## config.mk

```make
export PLATFORM = sky130hd
export DESIGN_NAME = r4_bfly_seq
export DESIGN_NICKNAME = d
export VERILOG_FILES = /design/src/rtl/r4_pkg.sv /design/src/rtl/r4_bfly_dp.sv /design/src/rtl/r4_bfly_seq.sv
export SDC_FILE = /design/constraint.sdc
export NUM_CORES = 1
export LEC_CHECK = 0
export CAP_MARGIN = 10
export CORE_MARGIN = 5
export CORE_UTILIZATION = 31
export DETAILED_ROUTE_END_ITERATION = 16
export PLACE_DENSITY = 0.56
export SYNTH_ARGS = -nofsm -noshare
export SYNTH_HDL_FRONTEND = slang
export SYNTH_SLANG_ARGS = --single-unit
```

## constraint.sdc

```tcl
create_clock -name clk -period 10.6 [get_ports clk]
set_clock_uncertainty 0.2 [all_clocks]
set_input_delay 2.12 -clock clk [delete_from_list [all_inputs] [get_ports clk]]
set_output_delay 2.12 -clock clk [all_outputs]
set_load 0.02 [all_outputs]
```

## src/rtl/r4_pkg.sv

```systemverilog
// Shared constants and state encoding for the radix-4 butterfly sequencer.
// Default width and per-step control codes {c1,c2,c3}.
package r4_pkg;

  localparam int DEF_WIDTH = 4;

  typedef enum logic {
    LOAD = 1'b0,
    RUN  = 1'b1
  } state_t;

  localparam logic [2:0] DEF_CODE0 = 3'b000;
  localparam logic [2:0] DEF_CODE1 = 3'b001;
  localparam logic [2:0] DEF_CODE2 = 3'b010;
  localparam logic [2:0] DEF_CODE3 = 3'b011;

endpackage

```

## src/rtl/r4_bfly_dp.sv

```systemverilog
// Combinational radix-4 butterfly datapath, modulo 2^W arithmetic.
// c1 swaps re/im of x0 and x2; c2/c3 pick add/sub; m4=c2^c3.
module r4_bfly_dp #(
  parameter int W = 4
) (
  input  logic [W-1:0] xr0,
  input  logic [W-1:0] xi0,
  input  logic [W-1:0] xr1,
  input  logic [W-1:0] xi1,
  input  logic [W-1:0] xr2,
  input  logic [W-1:0] xi2,
  input  logic [W-1:0] xr3,
  input  logic [W-1:0] xi3,
  input  logic         c1,
  input  logic         c2,
  input  logic         c3,
  output logic [W-1:0] re,
  output logic [W-1:0] im
);

  logic         m4;
  logic [W-1:0] a0, b0, a2, b2;
  logic [W-1:0] s0, s1, s2, s3;

  assign m4 = c2 ^ c3;

  assign a0 = c1 ? xi0 : xr0;
  assign b0 = c1 ? xr0 : xi0;
  assign a2 = c1 ? xi2 : xr2;
  assign b2 = c1 ? xr2 : xi2;

  assign s0 = c2 ? a0 - xr1 : a0 + xr1;
  assign s1 = c2 ? a2 - xr3 : a2 + xr3;
  assign s2 = c3 ? b0 - xi1 : b0 + xi1;
  assign s3 = c3 ? b2 - xi3 : b2 + xi3;

  assign re = m4 ? s0 - s1 : s0 + s1;
  assign im = m4 ? s3 - s2 : s3 + s2;

endmodule

```

## src/rtl/r4_bfly_seq.sv

```systemverilog
// Stream sequencer: loads 4 complex samples, then emits 4 butterfly
// results (one per control code) over a valid/ready output.
module r4_bfly_seq
  import r4_pkg::*;
#(
  parameter int         WIDTH = DEF_WIDTH,
  parameter logic [2:0] CODE0 = DEF_CODE0,
  parameter logic [2:0] CODE1 = DEF_CODE1,
  parameter logic [2:0] CODE2 = DEF_CODE2,
  parameter logic [2:0] CODE3 = DEF_CODE3
) (
  input  logic             clk,
  input  logic             rst,
  input  logic             in_valid,
  output logic             in_ready,
  input  logic [WIDTH-1:0] in_re,
  input  logic [WIDTH-1:0] in_im,
  output logic             out_valid,
  input  logic             out_ready,
  output logic [WIDTH-1:0] out_re,
  output logic [WIDTH-1:0] out_im,
  output logic [1:0]       out_idx,
  output logic             out_last
);

  state_t           state, state_d;
  logic [1:0]       cnt, cnt_d;
  logic [1:0]       step, step_d;
  logic             valid_d;
  logic             wr_slot;
  logic             load_res;
  logic [2:0]       code;
  logic [WIDTH-1:0] xr [4];
  logic [WIDTH-1:0] xi [4];
  logic [WIDTH-1:0] xr3, xi3;
  logic [WIDTH-1:0] dp_re, dp_im;

  assign in_ready = (state == LOAD);
  assign out_idx  = step;
  assign out_last = out_valid && (step == 2'd3);

  // Slot 3 is bypassed from the input so step 0 registers on the 4th accept.
  assign xr3 = (state == LOAD) ? in_re : xr[3];
  assign xi3 = (state == LOAD) ? in_im : xi[3];

  always_comb begin
    state_d  = state;
    cnt_d    = cnt;
    step_d   = step;
    valid_d  = out_valid;
    wr_slot  = 1'b0;
    load_res = 1'b0;
    case (state)
      LOAD: begin
        if (in_valid) begin
          wr_slot = 1'b1;
          cnt_d   = cnt + 2'd1;
          if (cnt == 2'd3) begin
            state_d  = RUN;
            step_d   = 2'd0;
            valid_d  = 1'b1;
            load_res = 1'b1;
          end
        end
      end
      RUN: begin
        if (out_valid && out_ready) begin
          if (step == 2'd3) begin
            state_d = LOAD;
            step_d  = 2'd0;
            valid_d = 1'b0;
          end else begin
            step_d   = step + 2'd1;
            load_res = 1'b1;
          end
        end
      end
      default: state_d = LOAD;
    endcase
  end

  always_comb begin
    code = CODE0;
    case (step_d)
      2'd0: code = CODE0;
      2'd1: code = CODE1;
      2'd2: code = CODE2;
      2'd3: code = CODE3;
      default: code = CODE0;
    endcase
  end

  r4_bfly_dp #(.W(WIDTH)) u_dp (
    .xr0 (xr[0]),
    .xi0 (xi[0]),
    .xr1 (xr[1]),
    .xi1 (xi[1]),
    .xr2 (xr[2]),
    .xi2 (xi[2]),
    .xr3 (xr3),
    .xi3 (xi3),
    .c1  (code[2]),
    .c2  (code[1]),
    .c3  (code[0]),
    .re  (dp_re),
    .im  (dp_im)
  );

  always_ff @(posedge clk or posedge rst) begin
    if (rst) begin
      state     <= LOAD;
      cnt       <= 2'd0;
      step      <= 2'd0;
      out_valid <= 1'b0;
    end else begin
      state     <= state_d;
      cnt       <= cnt_d;
      step      <= step_d;
      out_valid <= valid_d;
    end
  end

  always_ff @(posedge clk or posedge rst) begin
    if (rst) begin
      for (int i = 0; i < 4; i++) begin
        xr[i] <= '0;
        xi[i] <= '0;
      end
      out_re <= '0;
      out_im <= '0;
    end else begin
      if (wr_slot) begin
        xr[cnt] <= in_re;
        xi[cnt] <= in_im;
      end
      if (load_res) begin
        out_re <= dp_re;
        out_im <= dp_im;
      end
    end
  end

endmodule

```

==> flow_summary.html <==
<table>
<tr><th>Metric</th><th>Value</th></tr>
<tr><th colspan="2">Placed design</th></tr>
<tr><td>Worst slack at placement</td><td>3.21 ns</td></tr>
<tr><td>Post-detailed-placement half-perimeter wirelength</td><td>4400 µm</td></tr>
<tr><td>Placed standard-cell area</td><td>0.00340 mm²</td></tr>
<tr><td>Routability Congestion</td><td>0.754</td></tr>
<tr><td>Cell count after placement</td><td>414</td></tr>
<tr><td>Input/output buffers</td><td>24</td></tr>
<tr><th colspan="2">Synthesis</th></tr>
<tr><td>Post-Synthesis Cell Area</td><td>0.00302 mm²</td></tr>
<tr><td>Sequential-to-total area share from yosys stat</td><td>38.1%</td></tr>
<tr><td>Fraction of synthesis flops using an asynchronous set or reset pin</td><td>100%</td></tr>
<tr><td>Synth Warn #</td><td>0</td></tr>
<tr><td>Post-synth EDFFs</td><td>0</td></tr>
<tr><td>Synth cell count leaders</td><td>46 x sky130_fd_sc_hd__dfrtp_1, 36 x sky130_fd_sc_hd__mux2_2, 32 x sky130_fd_sc_hd__ha_1</td></tr>
<tr><td>Count of cell types in the netlist</td><td>34</td></tr>
<tr><td>Post-synthesis instance total</td><td>263</td></tr>
<tr><td>Mean post-synth cell area</td><td>11.5 µm²</td></tr>
<tr><td>Top cells by area in the synthesized netlist</td><td>sky130_fd_sc_hd__dfrtp_1 38%, sky130_fd_sc_hd__mux2_2 13%, sky130_fd_sc_hd__ha_1 13%</td></tr>
<tr><td>Most area-hungry cell type in the Yosys netlist</td><td>sky130_fd_sc_hd__dfrtp_1</td></tr>
<tr><td>Syn_nets</td><td>313</td></tr>
<tr><td>Yosys top cell area share</td><td>38.1%</td></tr>
<tr><td>Register bit count reported by yosys</td><td>46</td></tr>
<tr><td>Cell with the most instances after synthesis</td><td>sky130_fd_sc_hd__dfrtp_1</td></tr>
<tr><td>Dominant synthesized flop cell</td><td>sky130_fd_sc_hd__dfrtp_1</td></tr>
<tr><th colspan="2">STA</th></tr>
<tr><td>Final worst setup slack</td><td>3.57 ns</td></tr>
<tr><td>Post-route minimum period</td><td>7.03 ns</td></tr>
<tr><td>Fin Setup TNS</td><td>0 ns</td></tr>
<tr><td>Slew at the pin with the worst max-slew slack</td><td>0.995 ns</td></tr>
<tr><td>Final cycle utilization of the critical path</td><td>66.3%</td></tr>
<tr><td>Endpoints failing setup</td><td>0</td></tr>
<tr><td>Highest Clock Rate</td><td>142 MHz</td></tr>
<tr><td>Setup repair after global routing missed its margin</td><td>false</td></tr>
<tr><td>Total count of max-transition violations in the final report</td><td>0</td></tr>
<tr><td>Hold Violations, Final</td><td>0</td></tr>
<tr><td>Minimum hold slack</td><td>0.315 ns</td></tr>
<tr><td>Slew Limit Headroom</td><td>33.6%</td></tr>
<tr><th colspan="2">Route</th></tr>
<tr><td>Number of vias in the routed layout</td><td>1891</td></tr>
<tr><td>Total wire length</td><td>5840 µm</td></tr>
<tr><td>WL per Instance</td><td>13.8 µm</td></tr>
<tr><td>Average via count per standard cell</td><td>4.48</td></tr>
<tr><td>First-iteration detailed-routing DRC count</td><td>82</td></tr>
<tr><td>Antenna-violating nets left</td><td>0</td></tr>
<tr><td>Remaining design rule violation count</td><td>0</td></tr>
<tr><td>Drt first pass iters</td><td>4</td></tr>
<tr><th colspan="2">Floorplanning</th></tr>
<tr><td>Horizontal die dimension</td><td>109 µm</td></tr>
<tr><td>Core box area</td><td>0.00964 mm²</td></tr>
<tr><td>Number of I/O pins</td><td>25</td></tr>
<tr><td>Row count</td><td>36</td></tr>
<tr><td>Area of the die</td><td>0.0118 mm²</td></tr>
<tr><td>Initial core utilization</td><td>31.4%</td></tr>
<tr><td>Vertical die dimension</td><td>109 µm</td></tr>
<tr><th colspan="2">Clocking</th></tr>
<tr><td>Clock-pin slew reported for the worst setup and hold paths after clock tree synthesis</td><td>0.09 ns</td></tr>
<tr><td>Count of hold-fix buffers inserted at cts</td><td>0</td></tr>
<tr><td>Post-CTS Resized</td><td>0</td></tr>
<tr><td>Clock tree from TritonCTS</td><td>done</td></tr>
<tr><td>Clock buffers created by TritonCTS</td><td>5</td></tr>
<tr><td>Clock sink total</td><td>46</td></tr>
<tr><td>Maximum root-to-sink buffer count</td><td>2</td></tr>
<tr><td>Number of buffers added for setup after CTS</td><td>0</td></tr>
<tr><td>Worst skew pair latency</td><td>0.29 ns</td></tr>
<tr><td>Clock H-tree levels</td><td>2</td></tr>
<tr><td>Clk Tree Root Cell</td><td>sky130_fd_sc_hd__clkbuf_8</td></tr>
<tr><th colspan="2">Setup path</th></tr>
<tr><td>Worst setup path class</td><td>input port to register</td></tr>
<tr><td>Crit Reg-Reg Startpoint</td><td>state</td></tr>
<tr><td>Cells along the critical path</td><td>clkdlybuf4s50_1 -&gt; nand3b_1 -&gt; and3_1 -&gt; or2_1 -&gt; ha_1 -&gt; o21bai_1 -&gt; nor2_1 -&gt; a21oi_1 -&gt; fa_1 -&gt; inv_1 -&gt; ha_1 -&gt; mux2i_1 -&gt; ha_1 -&gt; a21o_1 -&gt; a21oi_1 -&gt; xor3_1 -&gt; xnor3_1 -&gt; mux2_2</td></tr>
<tr><td>Worst path most repeated cell</td><td>sky130_fd_sc_hd__ha_1</td></tr>
<tr><td>Library cell contributing the largest single delay on the critical path</td><td>sky130_fd_sc_hd__fa_1</td></tr>
<tr><td>Start point of the critical path</td><td>in_valid</td></tr>
<tr><td>Nature of the critical path startpoint</td><td>input port</td></tr>
<tr><td>Critical path fanouts, max</td><td>11</td></tr>
<tr><td>R2r setup slk</td><td>5.01 ns</td></tr>
<tr><td>Worst EP arrival</td><td>7.02 ns</td></tr>
<tr><td>Required time at the endpoint of the critical path</td><td>10.59 ns</td></tr>
<tr><td>CP max stage delay</td><td>0.50 ns</td></tr>
<tr><td>Endpoint class of the critical path</td><td>register</td></tr>
<tr><th colspan="2">Cells and area</th></tr>
<tr><td>Synth-to-Final Area Change</td><td>15.3%</td></tr>
<tr><td>N_diodes</td><td>0</td></tr>
<tr><td>Post-layout nets</td><td>338</td></tr>
<tr><td>Utilization after layout</td><td>36.2%</td></tr>
<tr><td>Final Non-Filler Cells</td><td>422</td></tr>
<tr><td>Final instance area</td><td>0.00349 mm²</td></tr>
<tr><td>Share of layout cells above drive strength 1</td><td>17.6%</td></tr>
<tr><th colspan="2">Global routing</th></tr>
<tr><td>First-pass GRT wire length</td><td>9920 µm</td></tr>
<tr><td>Number of global-route vias before repair</td><td>2011</td></tr>
<tr><td>Maximum number of pins on one net before global-route repair</td><td>47</td></tr>
<tr><td>Global routing usage summed across all routing layers</td><td>10.7%</td></tr>
<tr><td>Initial antenna violation count</td><td>0</td></tr>
<tr><td>GRT Residual Overflow</td><td>0</td></tr>
<tr><th colspan="2">Hold path</th></tr>
<tr><td>Startpoint of the most critical hold path</td><td>xi[4]</td></tr>
<tr><td>Worst hold path class</td><td>register to register</td></tr>
<tr><th colspan="2">Flow run</th></tr>
<tr><td>Number of maximum-capacitance constraint violations</td><td>0</td></tr>
<tr><th colspan="2">Power and ir drop</th></tr>
<tr><td>Total leakage power</td><td>1.72 nW</td></tr>
<tr><td>Power per unit of standard cell area</td><td>85.1 mW/mm²</td></tr>
<tr><td>Sum of internal, switching and leakage power</td><td>0.296 mW</td></tr>
<tr><td>Largest voltage drop on the vdd net</td><td>40.7 µV</td></tr>
<tr><th colspan="2">Run status</th></tr>
<tr><td>Result of the run</td><td>completed</td></tr>
</table>
## flip-flops by register name, summed over array words and instances (netlist names)
name       cells
out_idx        2
out_valid      1
cnt            2
out_re         4
state          1
out_im         4
xr            16
xi            16
## placed cells by master, fill, tap and decap left out, drive strengths merged, types with 6 or more instances in the layout
master and n:
mux2 36, nor2 14, inv 33, clkdlybuf4s50 24, a21o 7, fa 6, ha 32, xnor2 17
a21oi 17, mux2i 11, clkbuf 6, xor2 7, dfrtp 46
## worst paths after layout
check,endpoint,cells past startpoint
worst min register to register,xi[4],1
worst max-delay path,out_re[3],18
worst min-delay path,xi[4],1
min in group asynchronous,xr[0],2
max in group asynchronous,xi[8],2
worst max register to register,out_re[3],18
## cell families (layout without fill, tap and decap cells)
group	Yosys count	in the layout	share of synthesized area, %
buffers and inverters	39	65	5.09
AND/OR/NAND/NOR	32	32	5.84
adder cells (fa/ha/maj)	38	38	17.2
multiplexers	47	47	17.1
flip-flops	46	46	38.1
AO/OA/AOI/OAI	34	34	7.49
XOR/XNOR	27	27	9.23
## final cells by class
cell class,instances,area [µm²]
inverters,33,124
clock inverters,2,13.8
multi-input cells,178,1720
clock buffers,6,72.6
repair buffers,24,240
fillers,981,6150
well taps,133,166
flip-flops and latches,46,1150
## critical path: cells and delay by family
family | cells | cell delay, ns
AOI/OAI and AO/OA | 4 | 0.84
xor gates and xnor gates | 2 | 0.60
adders and majority gates | 4 | 1.25
buffers and inverters | 2 | 0.55
muxes | 2 | 0.52
and+or+nand+nor | 4 | 1.12
## report_power, final
group          leakage [nW]  switching [mW]  internal [mW]
Sequential            0.633        0.000335          0.176
Combinational          1.04         0.00703        0.00445
Clock                0.0452          0.0623         0.0467
## routing by layer
metal  GRT usage, %  wire (µm)  vias to the layer above
li1               -          -                      939
met1           15.0       2990                      924
met2           17.0       2620                       24
met3           2.61        187                        4
met4           1.62         37                        0
met5              0          0                        -
(Power assumes the default switching activity.)
